--- config.mk ---
export PLATFORM = sky130hd
export DESIGN_NAME = regfile_wb_arbiter
export DESIGN_NICKNAME = d
export VERILOG_FILES = /design/src/rtl/regfile_wb_arbiter.sv
export SDC_FILE = /design/constraint.sdc
export NUM_CORES = 1
export LEC_CHECK = 0
export CORE_MARGIN = 2
export CORE_UTILIZATION = 60
export DETAILED_ROUTE_END_ITERATION = 10
export DONT_BUFFER_PORTS = 1
export HOLD_SLACK_MARGIN = 0.06
export PLACE_DENSITY_LB_ADDON = 0.2
export SLEW_MARGIN = 20
export SYNTH_ARGS = -nofsm -noshare
export SYNTH_HDL_FRONTEND = slang
export SYNTH_SLANG_ARGS = --single-unit
--- constraint.sdc ---
create_clock -name clk -period 2 [get_ports clk]
set_input_delay 0.6 -clock clk [delete_from_list [all_inputs] [get_ports clk]]
set_output_delay 0.6 -clock clk [all_outputs]
set_load 0.02 [all_outputs]
--- src/rtl/regfile_wb_arbiter.sv ---
// Round-robin arbiter sharing the Register_file write port between two writeback
// requesters, with a pending-write scoreboard and RAW stall. REGFILE_FWD_EN adds forwarding.
module regfile_wb_arbiter #(
    parameter int DATA_W = 8,
    parameter int ADDR_W = 3
) (
    input  logic                   clk,
    input  logic                   reset,
    input  logic                   a_valid,
    input  logic [ADDR_W-1:0]      a_dest,
    input  logic [DATA_W-1:0]      a_data,
    output logic                   a_ready,
    input  logic                   b_valid,
    input  logic [ADDR_W-1:0]      b_dest,
    input  logic [DATA_W-1:0]      b_data,
    output logic                   b_ready,
    input  logic                   alloc_valid,
    input  logic [ADDR_W-1:0]      alloc_dest,
    input  logic [ADDR_W-1:0]      srcreg1,
    input  logic [ADDR_W-1:0]      srcreg2,
    output logic                   stall,
    output logic                   fwd1_hit,
    output logic                   fwd2_hit,
    output logic [DATA_W-1:0]      fwd_data,
    output logic                   write,
    output logic [ADDR_W-1:0]      destreg,
    output logic [DATA_W-1:0]      wrtData,
    output logic [2**ADDR_W-1:0]   busy_mask,
    output logic                   alloc_err
);

    localparam int NREG = 2**ADDR_W;

    localparam logic [0:0] SIDE_A = 1'b0;
    localparam logic [0:0] SIDE_B = 1'b1;

    logic [0:0]      rr_last;
    logic            grant_a;
    logic            grant_b;
    logic [NREG-1:0] busy_next;
    logic            alloc_conflict;

    // Handshake: a request transfers on any cycle where x_valid && x_ready; ready is a
    // pure function of both valids and rr_last, and a requester must hold its request until accepted.
    assign grant_a = ~reset & a_valid & (~b_valid | (rr_last == SIDE_B));
    assign grant_b = ~reset & b_valid & ~grant_a;
    assign a_ready = grant_a;
    assign b_ready = grant_b;

    always_ff @(posedge clk or posedge reset) begin
        if (reset) begin
            write   <= 1'b0;
            destreg <= '0;
            wrtData <= '0;
            rr_last <= SIDE_B;
        end else if (grant_a) begin
            write   <= 1'b1;
            destreg <= a_dest;
            wrtData <= a_data;
            rr_last <= SIDE_A;
        end else if (grant_b) begin
            write   <= 1'b1;
            destreg <= b_dest;
            wrtData <= b_data;
            rr_last <= SIDE_B;
        end else begin
            write   <= 1'b0;
        end
    end

    // A new allocation outranks the retiring write to the same register.
    always_comb begin
        busy_next = busy_mask;
        for (int r = 0; r < NREG; r++) begin
            if (alloc_valid && (alloc_dest == ADDR_W'(r))) begin
                busy_next[r] = 1'b1;
            end else if (write && (destreg == ADDR_W'(r))) begin
                busy_next[r] = 1'b0;
            end
        end
    end

    assign alloc_conflict = alloc_valid & busy_mask[alloc_dest] &
                            ~(write & (destreg == alloc_dest));

    always_ff @(posedge clk or posedge reset) begin
        if (reset) begin
            busy_mask <= '0;
            alloc_err <= 1'b0;
        end else begin
            busy_mask <= busy_next;
            if (alloc_conflict) begin
                alloc_err <= 1'b1;
            end
        end
    end

`ifdef REGFILE_FWD_EN
    assign fwd1_hit = write & busy_mask[srcreg1] & (destreg == srcreg1);
    assign fwd2_hit = write & busy_mask[srcreg2] & (destreg == srcreg2);
    assign fwd_data = wrtData;
`else
    assign fwd1_hit = 1'b0;
    assign fwd2_hit = 1'b0;
    assign fwd_data = '0;
`endif

    assign stall = (busy_mask[srcreg1] & ~fwd1_hit) | (busy_mask[srcreg2] & ~fwd2_hit);

endmodule

==> impl_metrics.json, run 1 <==
{
  "ir_worst_vdd_v": 0.000602,
  "r2r_setup_slack_ns": 0.48,
  "cts_tree": "built",
  "via_per_inst": 6.11,
  "crit_path_end_kind": "primary output",
  "combPwrFrac": 0.371,
  "h-tree-depth": 1,
  "n_antenna_cell": 0,
  "fin_area_mm2": 0.00139,
  "top_level_ports": 70,
  "slew_viol_final": 0,
  "cp_cell_sequence": "mux4_2 > mux2i_2 > nand2_2",
  "intPower_uw": 938,
  "drive_above_1_share": 0.223,
  "fin_setup_tns_ns": -0.141,
  "crit_path_max_fanout": 4,
  "initial_core_util": 0.639,
  "drc": 0,
  "period_needed_ns": 2.14,
  "failed_checks": "setup timing",
  "syn_inst": 115,
  "ys_ff_latch": 22,
  "slew_headroom": 0.557,
  "p_sw_frac": 0.370,
  "required_ns": 1.40,
  "antenna_found_initial": 0,
  "finalClockSkew_ns": 0.00370,
  "ant_nets": 0,
  "die_w_um": 49.7,
  "place_inst": 148,
  "p_clk_frac": 0.165,
  "hold_viol": 0,
  "critPathKind": "flip-flop to primary output",
  "netSwitchingPower_uw": 550,
  "status": "complete, but fails checks",
  "hpwl_mm": 2.05,
  "cts_buffers": 3,
  "grt_pass1_vias": 1024,
  "rsz0062_at_grt": "yes",
  "vias": 959,
  "ys_types": 26,
  "gp_congestion": 0.853,
  "cts.sinks": 22,
  "syn-mean-instance-area_um2": 10.9,
  "wl_per_cell_um": 17.2,
  "synthToLayoutAreaGrowth_pct": 10.6,
  "pwr-share-seq": 0.463,
  "coreArea_mm2": 0.00196,
  "crit_arrival_ns": 1.54,
  "hp-class": "primary input to asynchronous set/reset pin",
  "synthFlopType": "dfrtp_1",
  "die_h_um": 49.7,
  "achievable-frequency_mhz": 467,
  "power.leakage_nw": 0.594,
  "setup_slack_ns": -0.141,
  "dieArea_mm2": 0.00247,
  "power_mw": 1.49,
  "crit_path_start_kind": "flip-flop",
  "first_pass_iters": 4,
  "cts_max_path_buffers": 2,
  "placed_cell_area_mm2": 0.00131,
  "fin_util": 0.707,
  "clk_pin_slew_worst_paths_ns": 0.12,
  "ys_seq_area_frac": 0.440,
  "grt_start_max_net_pins": 23,
  "synth_area_mm2": 0.00125,
  "port_buffers": 0,
  "grt_usage": 0.232,
  "synth_edf_count": 0,
  "r2r-end": "alloc_err",
  "ctsHoldBuffers": 0,
  "grt_pass1_wl_mm": 4.42,
  "rows": 16,
  "maxCapViolCount": 0,
  "reg2reg_depth": 4,
  "setup_violations": 1,
  "fin_nets": 167,
  "overflow": 0,
  "power_density_mw_per_mm2": 1070,
  "routed_wl_mm": 2.71,
  "first_iter_violations": 30,
  "post-route-period-util": 1.07,
  "root_buffer": "clkbuf_4",
  "crit_slowest_cell": "mux4_2",
  "async_flop_share": 1.00,
  "worst_pin_slew_ns": 0.663,
  "ys_warn_count": 0,
  "max_stage_delay_ns": 0.49,
  "rr_startpoint": "busy_mask[6]",
  "fin_cells": 157,
  "clock_latency_ns": 0.31
}
-- worst max path at each step --
stage | startpoint | end | slack, ns
floorplan | srcreg1[0] | stall | 0.06
global placement | srcreg1[0] | stall | 0.03
detailed placement | srcreg2[0] | stall | 0.0009
CTS | busy_mask[4] | stall | -0.13
global route | busy_mask[4] | stall | -0.20
finish | busy_mask[4] | stall | -0.14
-- placed cells by master (no fill, tap or decap) --
master,count
conb_1,10
clkbuf_4,3
a21oi_1,2
nand2_1,5
nand3_1,1
a221o_1,11
xnor2_1,3
and2_0,6
nand4_1,1
dfrtp_1,21
mux4_2,5
clkbuf_8,1
o31ai_1,4
nor2_1,1
and2_1,5
a41o_1,1
dfstp_2,1
mux2i_2,1
mux2i_1,3
or2b_1,1
a2bb2oi_1,1
o21bai_1,1
o21ai_0,13
nand2_2,1
inv_1,4
buf_4,17
nand2b_1,7
-- repair_timing --
item | 4_1_cts | 5_1_grt
gates resized for setup | 1 | 1
setup endpoints to repair | 1 | 1
buffers inserted | 5 | 0
pin swaps | 0 | 0
-- metal layers --
metal,track usage,vias up,routed length [um]
met4,0.0833,0,28
met1,0.262,459,1010
met2,0.422,63,1400
met3,0.0576,4,266
met5,0,-,0
li1,-,433,-
-- cells in the mapped netlist (all sizes together), types with 2 or more instances --
master  number  area, um^2
dfrtp       21         526
buf         14         101
o21ai       13        65.1
a221o       11         110
and2        11        68.8
nand2b       7        43.8
nand2        6        22.5
mux4         5         113
inv          4        15.0
mux2i        4        40.0
o31ai        4        30.0
xnor2        3        26.3
a21oi        2        10.0
-- final cells by class --
class | count | area (um^2)
flip-flops and latches | 22 | 552
clock buffers | 4 | 36.3
well taps | 27 | 33.8
fillers | 167 | 576
inverters | 4 | 15.0
repair buffers | 17 | 128
multi-input cells | 83 | 622
-- through the flow --
| step | worst slack (ns) | hold WS, ns |
|---|---|---|
| floorplan | 0.0568 | 0.470 |
| global placement | 0.0313 | 0.485 |
| detailed placement | 0.000852 | 0.498 |
| CTS | -0.135 | 0.198 |
| global route | -0.200 | 0.206 |
| finish | -0.141 | 0.194 |
-- sequential cells by signal, summed over array words and instances (netlist names) --
name / flops
wrtData: 8
alloc_err: 1
rr_last: 1
write: 1
busy_mask: 8
destreg: 3
-- cells by family (layout without fill, tap and decap cells) --
kind of cell | Yosys count | after routing | share of synthesized area
other cells | 1 | 10 | 0.00299
buf+inv | 19 | 25 | 0.0958
flops | 22 | 22 | 0.440
simple gates | 28 | 28 | 0.126
mux | 9 | 9 | 0.122
compound gates | 33 | 33 | 0.193
xor+xnor | 3 | 3 | 0.0210
-- power by group through the flow --
stage,combinational [mW],clock [mW],sequential [mW]
2_1_floorplan,0.286,0,0.752
3_3_place_gp,0.470,0,0.697
3_5_place_dp,0.485,0,0.704
4_1_cts,0.547,0.247,0.686
5_1_grt,0.592,0.266,0.709
6_report,0.552,0.246,0.689
-- critical path, delay by kind of cell, from the launching register on --
kind | cells | cell delay, ns
multiplexers | 2 | 0.67
flip-flops | 1 | 0.44
AND/OR/NAND/NOR | 1 | 0.13
Note: power is estimated with default switching activity, not from simulation.
==> run 2: changes to the inputs <==
- GPL_TIMING_DRIVEN: default -> 0
- TNS_END_PERCENT: default -> 5
==> run 2 against run 1 <==
  * Sequential power increased by 16%
  * Sequential share of layout area increased by 1.3 points
  * Register-to-register slack improved by 0.08 ns
  * Critical endpoint unchanged
  * Worst setup slack got worse by 0.050 ns
  * Highest routed layer unchanged
  * The run still ends with setup timing left
  * Core utilization decreased by 1.1 points
==> impl_metrics.json, run 2 (synthesized netlist as in run 1, its figures left out) <==
{
  "worst_pin_slew_ns": 0.801,
  "critPathKind": "flip-flop to primary output",
  "fin_area_mm2": 0.00137,
  "pre_cts_ws_ns": 0.0145,
  "hold_ws_ns": 0.331,
  "post-route-period-util": 1.10,
  "wl_per_cell_um": 16.8,
  "synthToLayoutAreaGrowth_pct": 8.88,
  "h-tree-depth": 1,
  "grt_pass1_wl_mm": 4.33,
  "period_needed_ns": 2.19,
  "cts_setup_buffers": 0,
  "pwr-share-seq": 0.603,
  "fin_setup_tns_ns": -0.191,
  "rsz0062_at_grt": "yes",
  "cts_buffers": 3,
  "root_buffer": "clkbuf_4",
  "cts_max_path_buffers": 2,
  "port_buffers": 0,
  "setup_slack_ns": -0.191,
  "crit_path_end_kind": "primary output",
  "netSwitchingPower_uw": 517,
  "top_level_ports": 70,
  "first_pass_iters": 4,
  "via_per_inst": 6.15,
  "slew_headroom": 0.465,
  "routed_wl_mm": 2.61,
  "p_sw_frac": 0.389,
  "power_density_mw_per_mm2": 974,
  "initial_core_util": 0.639,
  "drc": 0,
  "hold_viol": 0,
  "overflow": 0,
  "fin_cells": 155,
  "dieArea_mm2": 0.00247,
  "ir_worst_vdd_v": 0.000599,
  "hp-class": "primary input to asynchronous set/reset pin",
  "cts_tree": "built",
  "hpwl_mm": 2.08,
  "drive_above_1_share": 0.250,
  "crit_path_max_fanout": 5,
  "achievable-frequency_mhz": 456,
  "first_iter_violations": 12,
  "crit_path_start_kind": "flip-flop",
  "gp_congestion": 0.869,
  "layout_commonest_cell": "dfrtp_1",
  "failed_checks": "setup timing",
  "die_w_um": 49.7,
  "cts.sinks": 22,
  "seq_area_um2": 561,
  "combPwrFrac": 0.248,
  "grt_usage": 0.227,
  "multi_input_area_um2": 622,
  "status": "complete, but fails checks",
  "fin_nets": 165,
  "p_clk_frac": 0.149,
  "grt_start_max_net_pins": 23,
  "rows": 16,
  "clock_latency_ns": 0.30,
  "fin_util": 0.696,
  "ctsHoldBuffers": 0,
  "ant_nets": 0,
  "power_mw": 1.33,
  "slew_viol_final": 0,
  "antenna_found_initial": 0,
  "vias": 954,
  "power.leakage_nw": 0.580,
  "setup_violations": 1,
  "crit_arrival_ns": 1.59,
  "coreArea_mm2": 0.00196,
  "reg.largest.list": "busy_mask x8, wrtData x8, destreg x3",
  "required_ns": 1.40,
  "clk_pin_slew_worst_paths_ns": 0.12,
  "mostFrequentLayoutCells": "dfrtp_1, o21ai_0, buf_4, a221o_1, conb_1",
  "grt_pass1_vias": 975,
  "n_antenna_cell": 0,
  "fillers": 160,
  "intPower_uw": 813,
  "die_h_um": 49.7,
  "finalClockSkew_ns": 0.0113,
  "placed_cell_area_mm2": 0.00132,
  "place_inst": 151,
  "maxCapViolCount": 0
}
run 2: cell types whose count changed in the layout (fill, tap and decap cells not counted):
cell      change
a21oi_1       -1
dfrtp_2       +7
buf_2         +2
clkbuf_8      -1
dfrtp_1       -7
buf_4         -6
mux2i_2       -1
mux2i_1       +1
clkbuf_1      +2
buf_6         +1
a21oi_2       +1
run 2: layer usage:
| metal | GRT usage | wire (um) | vias to the layer above | share of wire |
|---|---|---|---|---|
| met5 | 0 | 0 | - | 0 |
| met4 | 0.0556 | 9 | 0 | 0.0034 |
| met3 | 0.0606 | 278 | 2 | 0.11 |
| met2 | 0.420 | 1350 | 60 | 0.52 |
| met1 | 0.257 | 971 | 462 | 0.37 |
| li1 | - | - | 430 | - |
run 2: path summary, 6_finish.rpt:
kind                         startpoint      endpoint  depth (start not counted)  slack, ns
min in group clk              a_data[7]    wrtData[7]                          1       0.44
max                        busy_mask[2]         stall                          3      -0.19
max reg2reg                busy_mask[7]     alloc_err                          3       0.56
max in group asynchronous         reset  busy_mask[4]                          1       1.11
min                               reset  busy_mask[6]                          1       0.33
min reg2reg                     rr_last       rr_last                          2       0.52
run 2: repair_timing:
action | CTS | global route
setup endpoints to repair | 2 | 2
resized for setup | 9 | 1
endpoints found under the hold margin | 0 | 0
pin swaps | 0 | 1
run 2: power groups by stage:
stage                     Combinational, mW  Clock (mW)  Sequential, mW
final                                 0.330       0.199           0.801
after global routing                  0.366       0.226           0.820
after CTS                             0.332       0.203           0.799
after detailed placement              0.327           0           0.795
after global placement                0.314           0           0.791
after floorplan                       0.286           0           0.752
run 2: area by class of cell:
cell class | instances | area share
inverter | 4 | 0.0110
sequential | 22 | 0.411
buffer | 15 | 0.0788
clock buffer | 4 | 0.0192
tap | 27 | 0.0247
multi-input combinational | 83 | 0.456
run 2: worst max-delay path: stages (launching register included):
cell     delay (ns)
dfrtp_2        0.50
mux4_2         0.48
mux2i_1        0.19
nand2_2        0.13
